[src/rtl/matmul_stream.sv]
`default_nettype none
// ============================================================================
// Module   : matmul_stream
// Brief    : Handshaked signed N x N matrix multiplier (C = A*B or C += A*B).
//            Output-stationary MAC array stepping k over N cycles.
//            Optional MATMUL_SAT_EN: saturating output conversion and sat_flag.
// Revision : 1.0
// ============================================================================
module matmul_stream #(
   parameter int N         = 2,
   parameter int WIDTH     = 8,
   parameter int ACC_WIDTH = 32,
   parameter int OUT_WIDTH = 8
) (
   input  logic                         clk,
   input  logic                         rst,
   input  logic [N*N*WIDTH-1:0]         A_flat,
   input  logic [N*N*WIDTH-1:0]         B_flat,
   input  logic                         accum,
   input  logic                         in_valid,
   output logic                         in_ready,
   output logic [N*N*OUT_WIDTH-1:0]     C_flat,
   output logic                         out_valid,
   input  logic                         out_ready
`ifdef MATMUL_SAT_EN
   ,
   output logic                         sat_flag
`endif
);

   localparam int KW = (N > 1) ? $clog2(N) : 1;

   localparam logic [1:0] IDLE    = 2'd0;
   localparam logic [1:0] COMPUTE = 2'd1;
   localparam logic [1:0] DONE    = 2'd2;

   logic [1:0]                   state;
   logic [KW-1:0]                k;
   logic [N*N*WIDTH-1:0]         a_reg;
   logic [N*N*WIDTH-1:0]         b_reg;
   logic signed [ACC_WIDTH-1:0]  acc      [N*N];
   logic signed [ACC_WIDTH-1:0]  acc_next [N*N];
   logic [N*N*OUT_WIDTH-1:0]     c_next;
   logic [N*N-1:0]               clip;

   assign in_ready = (state == IDLE);

   // One MAC per output element; each consumes column k of A and row k of B.
   for (genvar i = 0; i < N; i++) begin : g_row
      for (genvar j = 0; j < N; j++) begin : g_col
         logic signed [WIDTH-1:0]     a_el;
         logic signed [WIDTH-1:0]     b_el;
         logic signed [2*WIDTH-1:0]   prod;

         assign a_el = a_reg[(i*N + int'(k))*WIDTH +: WIDTH];
         assign b_el = b_reg[(int'(k)*N + j)*WIDTH +: WIDTH];
         assign prod = a_el * b_el;
         assign acc_next[i*N+j] = acc[i*N+j] + ACC_WIDTH'(prod);

`ifdef MATMUL_SAT_EN
         // Fits in OUT_WIDTH iff every bit above the output sign bit matches it.
         logic fits;
         assign fits = (&acc_next[i*N+j][ACC_WIDTH-1:OUT_WIDTH-1]) |
                       (~|acc_next[i*N+j][ACC_WIDTH-1:OUT_WIDTH-1]);
         assign c_next[(i*N+j)*OUT_WIDTH +: OUT_WIDTH] = fits ?
                acc_next[i*N+j][OUT_WIDTH-1:0] :
                {acc_next[i*N+j][ACC_WIDTH-1], {(OUT_WIDTH-1){~acc_next[i*N+j][ACC_WIDTH-1]}}};
         assign clip[i*N+j] = ~fits;
`else
         assign c_next[(i*N+j)*OUT_WIDTH +: OUT_WIDTH] = acc_next[i*N+j][OUT_WIDTH-1:0];
         assign clip[i*N+j] = 1'b0;
`endif
      end
   end

   always_ff @(posedge clk) begin
      if (rst) begin
         state     <= IDLE;
         k         <= '0;
         a_reg     <= '0;
         b_reg     <= '0;
         C_flat    <= '0;
         out_valid <= 1'b0;
         for (int e = 0; e < N*N; e++) acc[e] <= '0;
`ifdef MATMUL_SAT_EN
         sat_flag  <= 1'b0;
`endif
      end else begin
         case (state)
            IDLE: begin
               if (in_valid) begin
                  a_reg <= A_flat;
                  b_reg <= B_flat;
                  k     <= '0;
                  if (!accum) begin
                     for (int e = 0; e < N*N; e++) acc[e] <= '0;
                  end
                  state <= COMPUTE;
               end
            end
            COMPUTE: begin
               for (int e = 0; e < N*N; e++) acc[e] <= acc_next[e];
               k <= k + KW'(1);
               // The last step's products go straight into the result register.
               if (k == KW'(N-1)) begin
                  C_flat    <= c_next;
                  out_valid <= 1'b1;
                  state     <= DONE;
`ifdef MATMUL_SAT_EN
                  sat_flag  <= |clip;
`endif
               end
            end
            DONE: begin
               if (out_ready) begin
                  out_valid <= 1'b0;
                  state     <= IDLE;
               end
            end
            default: state <= IDLE;
         endcase
      end
   end

`ifndef MATMUL_SAT_EN
   logic unused_clip;
   assign unused_clip = ^clip;
`endif

endmodule
`default_nettype wire
[config.mk]
export PLATFORM = sky130hd
export DESIGN_NAME = matmul_stream
export DESIGN_NICKNAME = d
export VERILOG_FILES = /design/src/rtl/matmul_stream.sv
export SDC_FILE = /design/constraint.sdc
export NUM_CORES = 1
export LEC_CHECK = 0
export ABC_AREA = 1
export ABC_CLOCK_PERIOD_IN_PS = 5500
export BUFFER_PORTS_ARGS = -buffer_cell sky130_fd_sc_hd__buf_2
export CAP_MARGIN = 0
export CORE_UTILIZATION = 40
export CTS_BUF_LIST = sky130_fd_sc_hd__clkbuf_16
export DETAILED_ROUTE_END_ITERATION = 6
export GPL_TIMING_DRIVEN = 1
export PLACE_DENSITY_LB_ADDON = 0.3
export SETUP_SLACK_MARGIN = 0.4
export SYNTH_ARGS = -nofsm -noshare
export SYNTH_HDL_FRONTEND = slang
export SYNTH_SLANG_ARGS = --single-unit
[constraint.sdc]
create_clock -name clk -period 5.5 [get_ports clk]
set_input_delay 0.275 -clock clk [delete_from_list [all_inputs] [get_ports clk]]
set_output_delay 0.275 -clock clk [all_outputs]
set_load 0.02 [all_outputs]
==> reports/qor.yml, run 1 <==
finish:
  syn_to_final_growth_pct: 17.3
  drive_gt1_frac: 0.171
  nFillCells: 2349
  final_util: 0.483
  diodes: 0
  regArea_mm2: 0.00289
  multi_input_area_mm2: 0.00595
  fin_nets: 1592
synth:
  yosys.area_share.simple: 0.225
  synth-main-ff-cell: "dfxtp_1"
  muxShareOfSynthArea: 0
  synth_seq_cells: 132
  ys_types: 32
  synth_xor_area_frac: 0.0481
  synth_fa_ha_area_frac: 0.250
  ys_warn_count: 0
  synth_edf_count: 24
  synth_commonest_cells: "nand2_1, inv_1, nor2_1"
  ys_async_sr_fraction: 0
  synthCells: 1259
  synth_compound_area_frac: 0.0765
  yosys.area.top_type: "dfxtp_1"
  syn-cell-area_mm2: 0.00978
  synth_top_area_frac: 0.221
  ys_seq_area_frac: 0.295
  ys_top_cells_by_area: "dfxtp_1, fa_1, nand2_1, ha_1, inv_1"
  yosysMostFrequentCell: "nand2_1"
  syn-num-nets: 1480
  synth_top_family_by_area: "adder cells"
  syn_avg_cell_area_um2: 7.77
floorplan:
  ios: 103
  die_h_um: 158
  design.core.area_mm2: 0.0238
  die-area_mm2: 0.0251
  start_util: 0.412
  rows: 56
  dieWidth_um: 158
route:
  wl_met3_um: 975
  drt_iter0_markers: 406
  drcViolationCount: 0
  dr.pass1.iters: 5
  viasPerCell: 4.75
  route.top_layer_used: "met4"
  wl_met1_um: 11000
  dr_wl_met2_um: 12500
  vias: 8090
  drt_wl_total_um: 24900
  antenna_left: 0
  wl_per_cell_um: 14.6
power:
  cellPowerDensity_mw_per_mm2: 296
  p_total_mw: 3.40
  ir_drop_mv: 0.195
  cellLeakagePower_nw: 5.77
sta:
  relSlewSlack: 0.175
  skew_ns: 0.0128
  hold_violations: 0
  timing.final.crit_share: 0.892
  fmax_ghz: 0.204
  period_needed_ns: 4.91
  final-setup-viol-count: 0
  tns_ns: 0
  slew_violations: 0
  rsz0062_at_grt: "no"
  tightest_slew_ns: 1.23
  worst_slack_ns: 0.593
global_routing:
  overflow: 0
  grt_max_degree: 83
  grt.total_usage: 0.211
  grt_pass1_vias: 7927
  grt_pass1_wl_um: 40200
  antenna_found_initial: 0
place:
  pre_cts_slack_ns: 0.369
  place_congestion: 0.875
  hpwl_um: 18900
  io_buffers: 102
critical_path:
  path_class: "flip-flop to flip-flop"
  cpLargestDelayFamily: "adder cells"
  path_buf_inv: 5
  path_cells: "buf_6 -> inv_6 -> o21ai_4 -> nand2_1 -> fa_1 -> inv_1 -> fa_1 -> inv_1 -> fa_1 -> inv_1 -> fa_1 -> ha_1 -> ha_1 -> a21oi_1 -> nand2_1 -> xnor2_2 -> xnor2_2 -> xor2_1 -> nand2_1 -> a21oi_1"
  path_max_fanout: 11
  cp-start-kind: "flip-flop"
  end_kind: "flip-flop"
  cpPeakStageDelay_ns: 0.51
  r2r_slack_ns: 0.59
  crit_path_top_delay_cell: "fa_1"
  r2r_end: "acc[0][7]"
  cp_common_cell: "fa_1"
  cp.required_ns: 5.67
  reg2reg_from: "k"
  worstPathArrival_ns: 5.08
  r2r_cells: 20
clock_network:
  clkLatencyLatePin_ns: 0.44
  clk_pin_slew_ns: 0.07
  clock_sinks: 132
  cts_buffers: 17
  root_buffer: "clkbuf_16"
  cts_buffer_depth: 2
  cts_tree: "built"
  htreeDepth: 4
hold_path:
  min_path_type: "primary input to flip-flop"
  worstHoldStart: "A_flat[27]"
  hold_end: "a_reg[27]"
  hold_path_depth: 3
run_status:
  status: "finished clean"
run:
  max_cap_violations: 0
## cell usage in the layout, fill, tap and decap left out, types with 2 or more instances in the layout
cell and n:
a21oi_1 25, buf_12 2, buf_2 102, buf_4 26, clkbuf_16 19, clkinvlp_4 3, dfxtp_1 107, edfxtp_1 24
fa_1 72, ha_1 78, ha_4 2, inv_1 212, inv_2 2, inv_6 6, inv_8 5, nand2_1 267
nand2_2 28, nand2_4 14, nand3_1 26, nand3b_1 4, nor2_1 188, o21ai_0 98, o21ai_1 2, o21ai_2 6
o21ai_4 4, o22ai_1 3, or2_1 2, xnor2_1 19, xnor2_2 2, xor2_1 17, xor2_2 8
## logic make-up (layout without fill, tap and decap cells)
logic type | Yosys count | after routing
AND/OR/NAND/NOR | 531 | 531
buffers and inverters | 258 | 383
adder cells (fa/ha/maj) | 152 | 152
AO/OA/AOI/OAI | 140 | 140
flip-flops | 132 | 132
XOR/XNOR | 46 | 46
## how the worst max path moves through the flow
stage / from / endpoint / slack, ns / depth (start not counted)
6_report: k / acc[0][7] / 0.59 / 20
4_1_cts: k / acc[0][7] / 0.46 / 21
2_1_floorplan: k / acc[1][7] / 0.61 / 25
3_5_place_dp: k / acc[1][7] / 0.37 / 22
5_1_grt: k / acc[0][7] / 0.39 / 20
3_3_place_gp: k / acc[1][7] / 0.43 / 22
## timing repair
| action | in CTS | in global routing |
|---|---|---|
| setup buffers | 0 | 15 |
| endpoints found under the hold margin | 0 | 0 |
| pin swaps | 0 | 5 |
| gates resized for setup | 2 | 27 |
| endpoints found under the setup margin | 4 | 8 |
| gates cloned | 0 | 3 |
| hold buffers | 0 | 0 |
## per-layer routing
| metal | track usage | vias up |
|---|---|---|
| met4 | 0.0559 | 0 |
| met3 | 0.0348 | 26 |
| met5 | 0 | - |
| li1 | - | 4049 |
| met2 | 0.372 | 175 |
| met1 | 0.266 | 3840 |
## per-stage QoR
stage	hold slack (ns)	cells	area, um^2
after global routing	0.0984	1703	11500
final	0.0882	1703	11500
after floorplan	0.344	1259	9780
after detailed placement	0.441	1653	10600
after CTS	0.0776	1685	11200
after global placement	0.439	1653	10600
## tightest hold or removal path, cell delays in order
cell and delay (ns):
buf_2 0.08, o21ai_0 0.07, nor2_1 0.07
## final cells by class
class / instances / area share
multi-input combinational: 869 / 0.518
sequential: 132 / 0.251
inverter: 216 / 0.0721
timing repair buffer: 134 / 0.0716
clock buffer: 17 / 0.0371
tap: 319 / 0.0348
clock inverter: 15 / 0.0140
timing repair inverter: 1 / 0.000763
## power by group
| part | total [mW] | internal (mW) | switching (mW) |
|---|---|---|---|
| logic | 1.13 | 0.420 | 0.707 |
| registers | 1.12 | 1.07 | 0.0452 |
| clock network | 1.15 | 0.645 | 0.510 |
Power figures use the tool's default switching activity.
==> inputs of run 2 (changes only) <==
REMOVE_ABC_BUFFERS = 1   (was unset)
SETUP_SLACK_MARGIN = unset   (was 0.4)
==> run 2 against run 1 <==
Compared with the run above:
- count of clock-buffer cells in the layout rose by 2
- critical path type unchanged
- register-to-register slack worse by 0.28 ns
- wire length fell by 2.1%
- highest routed layer unchanged
- non-clock buffer count fell by 12
- power is 2.7% lower
==> reports/qor.yml, run 2 (synthesis gave the netlist of run 1 again) <==
run_status:
  status: "finished clean"
finish:
  drive_gt1_frac: 0.154  # -0.0166
  final_cell_mix: "nand2_1, inv_1, nor2_1"
  diodes: 0  # unchanged
  final_common_cell: "nand2_1"
  regArea_mm2: 0.00288  # about the same
  fin_cells: 1690  # -0.76%
  syn_to_final_growth_pct: 14.5
  multi_input_area_mm2: 0.00586  # -1.5%
  nFillCells: 2345  # -0.17%
  fin_nets: 1579  # -0.82%
floorplan:
  ios: 103  # unchanged
  dieWidth_um: 158  # unchanged
  die_h_um: 158  # unchanged
  design.core.area_mm2: 0.0238  # unchanged
  die-area_mm2: 0.0251  # unchanged
  start_util: 0.412  # unchanged
  rows: 56  # unchanged
power:
  pwr-share-clk: 0.335  # -0.005
  ir_drop_mv: 0.182  # -6.3%
  intPower_mw: 2.09  # -2.1%
  p_sw_mw: 1.21  # -3.8%
  cellPowerDensity_mw_per_mm2: 295  # -0.37%
  p_seq_frac: 0.337  # +0.008
  cellLeakagePower_nw: 5.68  # -1.6%
  p_comb_frac: 0.327  # -0.005
  netSwitchingFraction: 0.367  # -0.00413
sta:
  fmax_ghz: 0.193  # -5.3%
  relSlewSlack: 0.107  # -0.0674
  hold_violations: 0  # unchanged
  period_needed_ns: 5.18  # +0.276 ns
  final-setup-viol-count: 0  # unchanged
  rsz0062_at_grt: "no"
  slew_violations: 0  # unchanged
  tightest_slew_ns: 1.33  # +0.100 ns
  worst_slack_ns: 0.317  # -0.276 ns
  skew_ns: 0.0142  # +0.00148 ns
  timing.final.crit_share: 0.942  # +0.0502
clock_network:
  clock_sinks: 132  # unchanged
  clk_pin_slew_ns: 0.07  # about the same
  htreeDepth: 4  # unchanged
  cts_hold_buf: 0  # unchanged
  clkLatencyLatePin_ns: 0.44  # about the same
  root_buffer: "clkbuf_16"
  cts_buffers: 17  # unchanged
  cts_buffer_depth: 2  # unchanged
  cts_tree: "built"
route:
  vias: 8029  # -0.75%
  viasPerCell: 4.75  # about the same
  drt_iter0_markers: 421  # +3.7%
  dr.pass1.iters: 6  # +1
  wl_per_cell_um: 14.4  # -1.4%
  drt_wl_total_um: 24300  # -2.1%
  antenna_left: 0  # unchanged
  drcViolationCount: 0  # unchanged
run:
  max_cap_violations: 0  # unchanged
place:
  io_buffers: 102  # unchanged
  hpwl_um: 18800  # -0.65%
  pre_cts_slack_ns: 0.166  # -0.204 ns
  place_congestion: 0.876  # +0.17%
  place_inst: 1658  # +0.30%
critical_path:
  worstPathArrival_ns: 5.35  # +0.27 ns
  cp-start-kind: "flip-flop"
  end_kind: "flip-flop"
  r2r_slack_ns: 0.32  # -0.28 ns
  cp.required_ns: 5.66  # about the same
  path_class: "flip-flop to flip-flop"
  r2r_cells: 22  # +10%
  path_max_fanout: 9  # -2
global_routing:
  grt_pass1_wl_um: 40300  # +0.19%
  grt_pass1_vias: 8105  # +2.2%
  antenna_found_initial: 0  # unchanged
  grt.total_usage: 0.212  # +0.000532
  overflow: 0  # unchanged
  grt_max_degree: 83  # unchanged
hold_path:
  hold_path_depth: 3  # unchanged
  min_path_type: "primary input to flip-flop"
[run 2: cell types whose count changed in the layout (fill, tap and decap cells not counted), moves of 3 or more]
cell / change
buf_4: -7
inv_8: -4
nand2_1: +4
clkinv_4: +3
nand2_4: -3
o21ai_4: -3
[run 2: metal layers]
| layer | part of all wire | global-route usage | vias up |
|---|---|---|---|
| met3 | 0.042 | 0.0365 | 41 |
| li1 | - | - | 4016 |
| met4 | 0.022 | 0.0792 | 0 |
| met2 | 0.49 | 0.372 | 169 |
| met1 | 0.44 | 0.258 | 3803 |
| met5 | 0 | 0 | - |
[run 2: power groups by stage]
stage,Clock [mW],Combinational (mW),Sequential [mW]
2_1_floorplan,0,0.762,1.14
3_3_place_gp,0,1.07,1.13
3_5_place_dp,0,1.09,1.14
4_1_cts,1.13,1.10,1.12
5_1_grt,1.16,1.25,1.12
6_report,1.11,1.08,1.11
[run 2: layout make-up]
class	instances	area share
clock buffer	19	0.0424
clock inverter	13	0.00849
inverter	216	0.0730
multi-input combinational	869	0.523
sequential	132	0.257
tap	319	0.0356
timing repair buffer	122	0.0601
[run 2: final timing paths]
check | endpoint | startpoint
max | acc[1][7] | k
min | b_reg[21] | B_flat[21]
max reg2reg | acc[1][7] | k
min reg2reg | C_flat[15] | C_flat[15]
[run 2: worst max-delay path, stage by stage, from the launching register on]
cell	delay (ns)
dfxtp_2	0.49
buf_4	0.18
nand2_1	0.04
nand2_1	0.34
nand2_1	0.14
fa_1	0.51
inv_1	0.05
fa_1	0.49
inv_1	0.05
fa_1	0.47
inv_1	0.05
fa_1	0.47
ha_1	0.31
ha_1	0.35
a21oi_1	0.17
nand2_1	0.09
xor2_1	0.17
xor2_1	0.20
inv_1	0.06
nand2_1	0.08
nand2_1	0.05
nand2_1	0.07
a21oi_1	0.06
[run 2: timing repair]
item                       CTS  global route
gates resized for setup      0             1
setup buffers                0             0
setup endpoints to repair    0             8
[run 2: through the flow]
step	setup TNS (ns)	util	instance area, um^2	hold WS, ns	power, mW
after floorplan	-0.0517	-	9560	0.344	1.90
after global placement	0	0.448	10600	0.434	2.20
after detailed placement	0	0.448	10600	0.440	2.23
after CTS	0	0.472	11200	0.0848	3.34
after global routing	0	0.472	11200	0.101	3.54
final	0	0.472	11200	0.0837	3.30
